### src/rtl/ahb_cache_bridge_pkg.sv
// ahb_cache_bridge_pkg: shared types and AHB constants for the AHB-to-cache bridge.
// Contents: bridge FSM state encoding, HTRANS/HSIZE/HRESP codes.
package ahb_cache_bridge_pkg;

    typedef enum logic [2:0] {
        S_IDLE,
        S_RD_ISSUE,
        S_RD_WAIT,
        S_WR_ISSUE,
        S_WR_WAIT,
        S_ERR1,
        S_ERR2
    } state_t;

    localparam logic [1:0] HTRANS_NONSEQ = 2'b10;
    localparam logic [1:0] HTRANS_SEQ    = 2'b11;

    localparam logic [2:0] HSIZE_BYTE = 3'd0;
    localparam logic [2:0] HSIZE_HALF = 3'd1;
    localparam logic [2:0] HSIZE_WORD = 3'd2;

    localparam logic HRESP_OKAY  = 1'b0;
    localparam logic HRESP_ERROR = 1'b1;

endpackage

### src/rtl/ahb_mask_gen.sv
// ahb_mask_gen: byte-lane mask and alignment flag for an AHB transfer.
// Ports: i_hsize (transfer size), i_addr_lo (haddr[1:0]) -> o_mask (byte enables),
//        o_misaligned (half on odd byte, word off word boundary, or size above word).
module ahb_mask_gen
    import ahb_cache_bridge_pkg::*;
(
    input  logic [2:0] i_hsize,
    input  logic [1:0] i_addr_lo,
    output logic [3:0] o_mask,
    output logic       o_misaligned
);

    always_comb begin
        o_mask = (i_hsize == HSIZE_BYTE) ? 4'b0001 << i_addr_lo :
                 (i_hsize == HSIZE_HALF) ? 4'b0011 << {i_addr_lo[1], 1'b0} : 4'b1111;
        o_misaligned = ((i_hsize == HSIZE_HALF) & i_addr_lo[0]) |
                       ((i_hsize == HSIZE_WORD) & (i_addr_lo != 2'b00)) |
                       (i_hsize > HSIZE_WORD);
    end

endmodule

### src/rtl/ahb_cache_bridge.sv
// ahb_cache_bridge: AHB5-Lite slave turning pipelined transfers into single-cycle cache requests.
// Ports: clk, rst_x (async, active-low); AHB slave i_hsel/i_haddr/i_htrans/i_hwrite/i_hsize/
//        i_hready/i_hwdata -> o_hready_resp/o_hresp/o_hrdata; cache side o_c_rd_en/o_c_wr_en/
//        o_c_addr/o_c_wdata/o_c_mask, i_c_rdata/i_c_busy.
// Build option: BRIDGE_ALIGN_CHECK_EN answers misaligned or oversized transfers with a
//        two-cycle ERROR and no cache request; without it alignment is not checked.
module ahb_cache_bridge
    import ahb_cache_bridge_pkg::*;
#(
    parameter int ADDR_WIDTH = 23,
    parameter int AHB_AW     = 32
) (
    input  logic              clk,
    input  logic              rst_x,
    input  logic              i_hsel,
    input  logic [AHB_AW-1:0] i_haddr,
    input  logic [1:0]        i_htrans,
    input  logic              i_hwrite,
    input  logic [2:0]        i_hsize,
    input  logic              i_hready,
    input  logic [31:0]       i_hwdata,
    output logic              o_hready_resp,
    output logic              o_hresp,
    output logic [31:0]       o_hrdata,
    output logic              o_c_rd_en,
    output logic              o_c_wr_en,
    output logic [31:0]       o_c_addr,
    output logic [31:0]       o_c_wdata,
    output logic [3:0]        o_c_mask,
    input  logic [31:0]       i_c_rdata,
    input  logic              i_c_busy
);

    state_t      r_state, w_next, w_acc_state, w_done;
    logic [31:0] r_addr, w_addr;
    logic [3:0]  r_mask, w_mask;
    logic        w_misaligned, w_err, w_req, w_take, w_unused_bits;

    ahb_mask_gen u_mask (
        .i_hsize     (i_hsize),
        .i_addr_lo   (i_haddr[1:0]),
        .o_mask      (w_mask),
        .o_misaligned(w_misaligned)
    );

`ifdef BRIDGE_ALIGN_CHECK_EN
    assign w_err = w_misaligned;
`else
    assign w_err = 1'b0;
`endif

    // haddr bits above ADDR_WIDTH are intentionally dropped
    assign w_unused_bits = ^{w_misaligned, i_haddr};

    always_comb begin
        w_addr = '0;
        w_addr[ADDR_WIDTH-1:2] = i_haddr[ADDR_WIDTH-1:2];
    end

    // An address phase is only taken in a cycle where this slave itself is ready,
    // so a new transfer overlaps the completing data phase of the previous one.
    assign w_req       = i_hsel & i_hready & ((i_htrans == HTRANS_NONSEQ) | (i_htrans == HTRANS_SEQ));
    assign w_take      = w_req & o_hready_resp;
    assign w_acc_state = w_err ? S_ERR1 : i_hwrite ? S_WR_ISSUE : S_RD_ISSUE;
    assign w_done      = w_take ? w_acc_state : S_IDLE;

    always_ff @(posedge clk or negedge rst_x) begin
        if (!rst_x) r_state <= S_IDLE;
        else        r_state <= w_next;
    end

    // Request address and mask hold from ISSUE through completion.
    always_ff @(posedge clk or negedge rst_x) begin
        if (!rst_x) begin
            r_addr <= '0;
            r_mask <= '0;
        end else if (w_take & !w_err) begin
            r_addr <= w_addr;
            r_mask <= w_mask;
        end
    end

    always_comb begin
        w_next = r_state;
        unique case (r_state)
            S_IDLE, S_ERR2:       w_next = w_done;
            S_RD_ISSUE:           w_next = i_c_busy ? S_RD_ISSUE : S_RD_WAIT;
            S_WR_ISSUE:           w_next = i_c_busy ? S_WR_ISSUE : S_WR_WAIT;
            S_RD_WAIT, S_WR_WAIT: w_next = i_c_busy ? r_state : w_done;
            S_ERR1:               w_next = S_ERR2;
            default:              w_next = S_IDLE;
        endcase
    end

    always_comb begin
        o_hready_resp = (r_state == S_IDLE) | (r_state == S_ERR2) |
                        (((r_state == S_RD_WAIT) | (r_state == S_WR_WAIT)) & !i_c_busy);
        o_hresp       = ((r_state == S_ERR1) | (r_state == S_ERR2)) ? HRESP_ERROR : HRESP_OKAY;
        o_c_rd_en     = (r_state == S_RD_ISSUE) & !i_c_busy;
        o_c_wr_en     = (r_state == S_WR_ISSUE) & !i_c_busy;
        o_hrdata      = ((r_state == S_RD_WAIT) & !i_c_busy) ? i_c_rdata : '0;
    end

    assign o_c_addr  = r_addr;
    assign o_c_mask  = r_mask;
    assign o_c_wdata = i_hwdata;

endmodule

### config.mk
export PLATFORM = sky130hd
export DESIGN_NAME = ahb_cache_bridge
export DESIGN_NICKNAME = d
export VERILOG_FILES = /design/src/rtl/ahb_cache_bridge_pkg.sv /design/src/rtl/ahb_mask_gen.sv /design/src/rtl/ahb_cache_bridge.sv
export SDC_FILE = /design/constraint.sdc
export NUM_CORES = 1
export LEC_CHECK = 0
export ABC_AREA = 1
export BUFFER_PORTS_ARGS = -buffer_cell sky130_fd_sc_hd__clkbuf_2
export CORE_AREA = 2 2 82 84
export DETAILED_ROUTE_END_ITERATION = 12
export DIE_AREA = 0 0 84 86
export PLACE_DENSITY_LB_ADDON = 0.05
export SYNTH_ARGS = -nofsm -noshare
export SYNTH_HDL_FRONTEND = slang
export SYNTH_SLANG_ARGS = --single-unit
### constraint.sdc
create_clock -name clk -period 2.6 [get_ports clk]
set_input_delay 0.26 -clock clk [delete_from_list [all_inputs] [get_ports clk]]
set_output_delay 0.26 -clock clk [all_outputs]
set_load 0.01 [all_outputs]
# Word level (Yosys, flattened, before mapping)
# Index checks and enable logic that the tools add are counted.
# op_classes
eq_ne	10
n_shift	2
n_mux	10
bitwise	12
n_reduce_logical	5
# ops
cell	n
32-bit two-way mux	1
3-bit case mux with 5 select lines	1
3-bit equality test, second input constant	3
4-bit two-way mux	2
1-bit AND	7
3-bit by 1-bit equality test with 1-bit output, second input constant	2
3-bit by 2-bit equality test with 1-bit output, second input constant	2
3-bit zero test	2
2-bit two-way mux	3
3-bit two-way mux	2
1-bit OR	5
2-bit equality test, second input constant	2
2-bit OR reduction	2
1-bit by 2-bit << shifter with 4-bit output, first input constant	1
2-bit by 2-bit << shifter with 4-bit output, first input constant	1
2-bit != test, second input constant	1
1-bit zero test	1
1-bit two-way mux	1
# totals
ff_bits	28
inputBits	107
output_inout_bits	104
wordCells	42

# Longest topological paths before layout
# Gate-level depths: netlist of run 1.
# depth
depth_word	8
ltp_mapped	8
ltp_nobuf	7

# By module
# From an unflattened synthesis of run 1, not the netlist that was laid out.
# unflattened
cells_unflattened	271
area_unflattened_um2	1900.6
# modules_own_cells
mod	instances	cells_per_inst	area_each_um2	seq_area_each_um2
ahb_cache_bridge	1	253	1813.0	700.7
ahb_mask_gen	1	18	87.6	0.0

# Worst setup path after synthesis of run 1
# No wires, ideal clock.
# synth_path
path_type	reg-to-output
start	reg r_state[2]
end	out o_hrdata[10]
t_arrival_ps	1115
required_time_ps	2340
path_slack_ps	1225
path_stages_with_launch	5
n_path_buf	1
cell_sequence	dfrtp_1 nor3_1 nand2_1 buf_2 nor2_1
# synth_between
elab_chain_len	3
# synth_rtl
item	line	text
start: declaration	ahb_cache_bridge.sv:34	state_t r_state, w_next, w_acc_state, w_done;
start signal: assignment	ahb_cache_bridge.sv:69	else r_state <= w_next;
3-bit by 2-bit equality test with 1-bit output	ahb_cache_bridge.sv:101	o_hrdata = ((r_state == S_RD_WAIT) & !i_c_busy) ? i_c_rdata : '0;
1-bit AND	ahb_cache_bridge.sv:101	
32-bit two-way mux	ahb_cache_bridge.sv:101	
end: declaration	ahb_cache_bridge.sv:24	output logic [31:0] o_hrdata,
# Every way passes these cells.

# Final worst setup path of run 1
# layout_path
start	reg r_state[2]
end	out o_hrdata[27]
# The elaborated chain is that of the path after synthesis.

==> results of run 1 <==
==> flip-flops by register name, indices dropped and copies added, names as in the netlist <==
signal,count
o_c_addr,21
o_c_mask,4
r_state,3
==> cell usage in the layout (no fill, tap or decap), drive strengths merged <==
cell    netlist  layout
buf          50       1
clkbuf        0     128
nand3         7       7
bufinv        0       1
a21oi         1       1
dfrtp        28      28
inv          42      42
o31ai         1       1
nand4         1       1
nand2        95      95
o221ai        1       1
nor2         40      40
nor3          2       2
conb          1      11
==> cells by family after synthesis <==
family	Yosys count	synth area share [%]
AO/OA/AOI/OAI	3	1.12
buffers and inverters	92	28.6
flip-flops	28	37.0
other	1	0.198
AND/OR/NAND/NOR	145	33.1
==> worst max-delay path: stages (launching register included) <==
cell and delay (ns):
dfrtp_1 0.48, nor3_1 0.27, nand2_1 0.08, buf_4 0.23, nor2_1 0.15, clkbuf_2 0.15
==> per-layer routing <==
metal / vias up / global-route usage [%] / wire, um
met3: 4 / 4.72 / 447
met5: - / 0 / 0
met4: 0 / 2.49 / 10
met2: 104 / 23.3 / 2360
li1: 904 / - / -
met1: 760 / 15.1 / 1930
==> area by class of cell <==
| cell class | count | area share (%) |
|---|---|---|
| Clock buffer | 3 | 1.76 |
| Clock inverter | 1 | 1.28 |
| Inverter | 42 | 6.71 |
| Multi-Input combinational cell | 159 | 29.4 |
| Sequential cell | 28 | 29.8 |
| Tap cell | 77 | 4.10 |
| Timing Repair Buffer | 126 | 27.0 |
==> stage by stage <==
stage | utilization (%) | setup slack (ns) | hold WS [ns]
after floorplan | - | 1.22 | -0.0356
after global placement | 36.3 | 1.02 | 0.366
after detailed placement | 36.3 | 0.996 | 0.356
after CTS | 37.4 | 0.680 | 0.0389
after global routing | 37.4 | 0.558 | 0.0725
final | 37.4 | 0.704 | 0.0175
==> where the power goes <==
group	internal (mW)	switching, mW	total, mW
registers	0.550	0.0696	0.619
logic	0.205	0.289	0.494
clock network	0.206	0.145	0.351
total	0.961	0.504	1.46
==> path summary, 6_finish.rpt <==
kind | from | end | slack, ns
max | r_state[2]$_DFFE_PN0P_ | o_hrdata[27] | 0.70
min | rst_x | o_c_addr[4]$_DFFE_PN0N_ | 0.02
max reg2reg | r_state[2]$_DFFE_PN0P_ | o_c_addr[22]$_DFFE_PN0N_ | 1.13
min reg2reg | o_c_addr[10]$_DFFE_PN0N_ | o_c_addr[10]$_DFFE_PN0N_ | 0.49
max in group asynchronous | rst_x | r_state[0]$_DFFE_PN0P_ | 2.12
min in group clk | i_haddr[6] | o_c_addr[6]$_DFFE_PN0N_ | 0.16
==> flow_summary.yaml, run 1 <==
yosys:
  netlist.area_leader.share_pct: 37.0
  synth_top_area_cell: "dfrtp_1"
  ys.flop_type: "dfrtp_1"
  synth-edff-count: 0
  ys_warn_count: 0
  synth_area_leaders: "dfrtp_1 (37%), buf_4 (18%), nand2_1 (16%), inv_1 (8.1%), nor2_1 (7.7%)"
  synthCells: 269
  seq_area_frac_synth_pct: 37.0
  ys_ff_latch: 28
  yosysMostFrequentCell: "nand2_1"
  synth_cell_type_count: 21
  synthTopCellsByCount: "nand2_1 (83), buf_4 (45), inv_1 (41), nor2_1 (39), dfrtp_1 (28)"
  syn_area_per_cell_um2: 7.04
  synth_async_sr_flop_share_pct: 100
  syn-cell-area_um2: 1890
power_and_ir_drop:
  leakagePower_nw: 1.56
  power_mw: 1.46
  vdd_drop_max_uv: 229
  power.density_nw_per_um2: 624
timing:
  fin_crit_ns: 1.90
  slew_headroom_pct: 51.6
  worst_slew_pin_slew_ns: 0.725
  rsz0062_at_grt: "no"
  slew_viol_final: 0
  timing.final.crit_share_pct: 72.9
  setup_viol: 0
  fin_skew_ns: 0.00798
  hold_viol_final: 0
  fin_tns_setup_ns: 0
  max_freq_mhz: 527
cells_and_area:
  num_antenna_cells: 0
  drive_above_1_share_pct: 40.7
  nets: 467
  instances_no_fill: 436
  syn_to_final_growth_pct: 24.0
  fin_area_um2: 2350
  n_fill_cell: 708
  regArea_um2: 701
  multiInputGateArea_um2: 689
routing:
  drc: 0
  avgViaCountPerCell: 4.06
  num_vias: 1772
  dr.pass1.iters: 4
  drt-total-wl_um: 4740
  drt_iter0_drc: 46
  antenna_left: 0
  detail_route.wl_per_cell_um: 10.9
outcome:
  outcome: "finished clean"
clock_network:
  clk_path_buf_depth: 2
  cts_resized: 0
  cts_hold_buf: 0
  post_cts_buffers: 0
  cts_tree: "done"
  path_clk_slew_ns: 0.11
  numClockSinks: 28
  clock_latency_ns: 0.28
  cts_buffers: 3
  root_buffer: "clkbuf_8"
  htreeDepth: 1
die:
  pin_count: 211
  fp.dieH_um: 86
  rows: 29
  coreArea_um2: 6280
  die_w_um: 84
  start_util_pct: 30.2
  dieArea_um2: 7220
placement:
  io_buffers: 125
  place_area_um2: 2280
  dpl.hpwl_um: 3710
  dp.cells: 432
  place_congestion: 0.783
grt:
  grt_max_degree: 33
  grt_first_pass_wirelength_um: 7770
  antenna_found_initial: 0
  grt_overflow: 0
  grt_pass1_vias: 1683
  grt_usage_pct: 13.0
worst_setup_path:
  cp-start-kind: "flip-flop"
  cp_data_arrival_time_ns: 1.64
  reg2regPathDepth: 7
  cp.required_ns: 2.34
  end_kind: "primary output"
  worstSetupPathType: "reg2out"
  path_max_fanout: 32
min_path:
  hp-class: "in2async"
flow_run:
  drv_cap: 0
Note: power is estimated with default switching activity, not from simulation.
==> run 2: changes to the inputs <==
--- a/config.mk
+++ b/config.mk
@@ -7,9 +7,9 @@
 export LEC_CHECK = 0
 export ABC_AREA = 1
 export BUFFER_PORTS_ARGS = -buffer_cell sky130_fd_sc_hd__clkbuf_2
-export CORE_AREA = 2 2 82 84
+export CORE_AREA = 2 2 83 85
 export DETAILED_ROUTE_END_ITERATION = 12
-export DIE_AREA = 0 0 84 86
+export DIE_AREA = 0 0 85 87
 export PLACE_DENSITY_LB_ADDON = 0.05
 export SYNTH_ARGS = -nofsm -noshare
 export SYNTH_HDL_FRONTEND = slang
==> constraint.sdc (replaced) <==
create_clock -name clk -period 2 [get_ports clk]
set_input_delay 0.2 -clock clk [delete_from_list [all_inputs] [get_ports clk]]
set_output_delay 0.2 -clock clk [all_outputs]
set_load 0.01 [all_outputs]
==> flow_summary.yaml, run 2 (synthesized netlist as in run 1, its figures left out) <==
outcome:
  outcome: "finished clean"
cells_and_area:
  syn_to_final_growth_pct: 23.8
  nets: 468
  largest_register_ffs: 21
  drive_above_1_share_pct: 40.6
  instances_no_fill: 440
  final_cell_mix: "clkbuf_2 (125), nand2_1 (83), inv_1 (41)"
  finish.utilization_pct: 35.7
  n_fill_cell: 756
  num_antenna_cells: 0
  regArea_um2: 701
  multiInputGateArea_um2: 689
  final_common_cell: "clkbuf_2"
min_path:
  min_to: "o_c_addr[22]$_DFFE_PN0N_"
  min_from: "i_haddr[22]"
  min_path_cells: 3
  hp-class: "in2reg"
routing:
  drc: 0
  avgViaCountPerCell: 4.02
  detail_route.wl_per_cell_um: 10.7
  antenna_left: 0
  num_vias: 1767
  drt_iter0_drc: 31
  drt-total-wl_um: 4700
  dr.pass1.iters: 4
grt:
  grt_overflow: 0
  grt_pass1_vias: 1637
  antenna_found_initial: 0
  grt_max_degree: 33
  grt_usage_pct: 12.6
  grt_first_pass_wirelength_um: 7620
timing:
  slew_viol_final: 0
  hold_slack_ns: 0.115
  setup_viol: 0
  fin_crit_ns: 1.78
  timing.final.crit_share_pct: 89.2
  fin_skew_ns: 0.00490
  hold_viol_final: 0
  fin_tns_setup_ns: 0
  worst_slew_pin_slew_ns: 0.724
  rsz0062_at_grt: "no"
  slew_headroom_pct: 51.7
  max_freq_mhz: 560
die:
  rows: 30
  start_util_pct: 28.8
  dieArea_um2: 7400
  coreArea_um2: 6570
  fp.dieH_um: 87
  pin_count: 211
  die_w_um: 85
power_and_ir_drop:
  vdd_drop_max_uv: 333
  leakagePower_nw: 1.56
  power.density_nw_per_um2: 767
  power_mw: 1.80
clock_network:
  root_buffer: "clkbuf_8"
  numClockSinks: 28
  clk_path_buf_depth: 2
  cts_buffers: 3
  path_clk_slew_ns: 0.10
  cts_tree: "done"
  clock_latency_ns: 0.27
  htreeDepth: 1
worst_setup_path:
  worstSetupPathType: "reg2out"
  r2r_setup_slack_ns: 0.55
  end_kind: "primary output"
  cp.required_ns: 1.80
  r2r-start: "r_state[2]$_DFFE_PN0P_"
  reg2regPathDepth: 7
  cp-start-kind: "flip-flop"
  cp_data_arrival_time_ns: 1.58
  rr_endpoint: "o_c_addr[16]$_DFFE_PN0N_"
  path_max_fanout: 32
placement:
  dpl.hpwl_um: 3630
  dp.cells: 435
  io_buffers: 125
  place_congestion: 0.819
flow_run:
  drv_cap: 0
-- run 2: changes by cell type in the layout (fill, tap and decap cells not counted) --
cell | before | now
bufinv_16 | 1 | 0
clkbuf_8 | 3 | 4
dlygate4sd3_1 | 0 | 1
-- run 2: routing by layer --
metal / GRT usage, % / share of wire (%) / vias up
li1: - / - / 903
met1: 15.9 / 41 / 772
met2: 21.7 / 50 / 80
met3: 3.22 / 8.9 / 12
met4: 2.89 / 0.81 / 0
met5: 0 / 0 / -
-- run 2: what timing repair did --
action	in CTS	in global routing
buffers inserted	0	0
endpoints found under the hold margin	18	0
hold buffers	1	0
gates resized for setup	0	0
-- run 2: power by group --
group	internal (mW)	total [mW]	switching [mW]
Combinational	0.268	0.648	0.380
Clock	0.176	0.353	0.177
Sequential	0.714	0.799	0.0848
Total	1.16	1.80	0.641
-- run 2: worst max-delay path, stage by stage, from the launching register on --
cell      delay [ns]
dfrtp_1         0.46
nor3_1          0.24
nand2_1         0.08
buf_4           0.23
nor2_1          0.15
clkbuf_2        0.15
-- run 2: layout make-up --
cell class / count / share of cell area, %
Multi-Input combinational cell: 159 / 29.4
Sequential cell: 28 / 29.9
Inverter: 42 / 6.72
Timing Repair Buffer: 127 / 27.4
Tap cell: 80 / 4.27
Clock buffer: 4 / 2.35
-- run 2: per-stage QoR --
step                      setup WS (ns)  area (um^2)
final                             0.215         2350
after global routing             0.0308         2350
after CTS                         0.164         2350
after detailed placement          0.486         2280
after global placement            0.475         2280
after floorplan                   0.685         1930
-- run 2: how the worst max path moves through the flow --
stage / startpoint / end / slack [ns] / cells past startpoint
2_1_floorplan: r_state[2]$_DFFE_PN0P_ / o_hrdata[10] / 0.68 / 4
3_3_place_gp: r_state[2]$_DFFE_PN0P_ / o_hrdata[27] / 0.48 / 5
3_5_place_dp: r_state[2]$_DFFE_PN0P_ / o_hrdata[28] / 0.49 / 5
4_1_cts: r_state[2]$_DFFE_PN0P_ / o_hrdata[28] / 0.16 / 5
5_1_grt: r_state[2]$_DFFE_PN0P_ / o_hrdata[28] / 0.03 / 5
6_report: r_state[2]$_DFFE_PN0P_ / o_hrdata[28] / 0.22 / 5
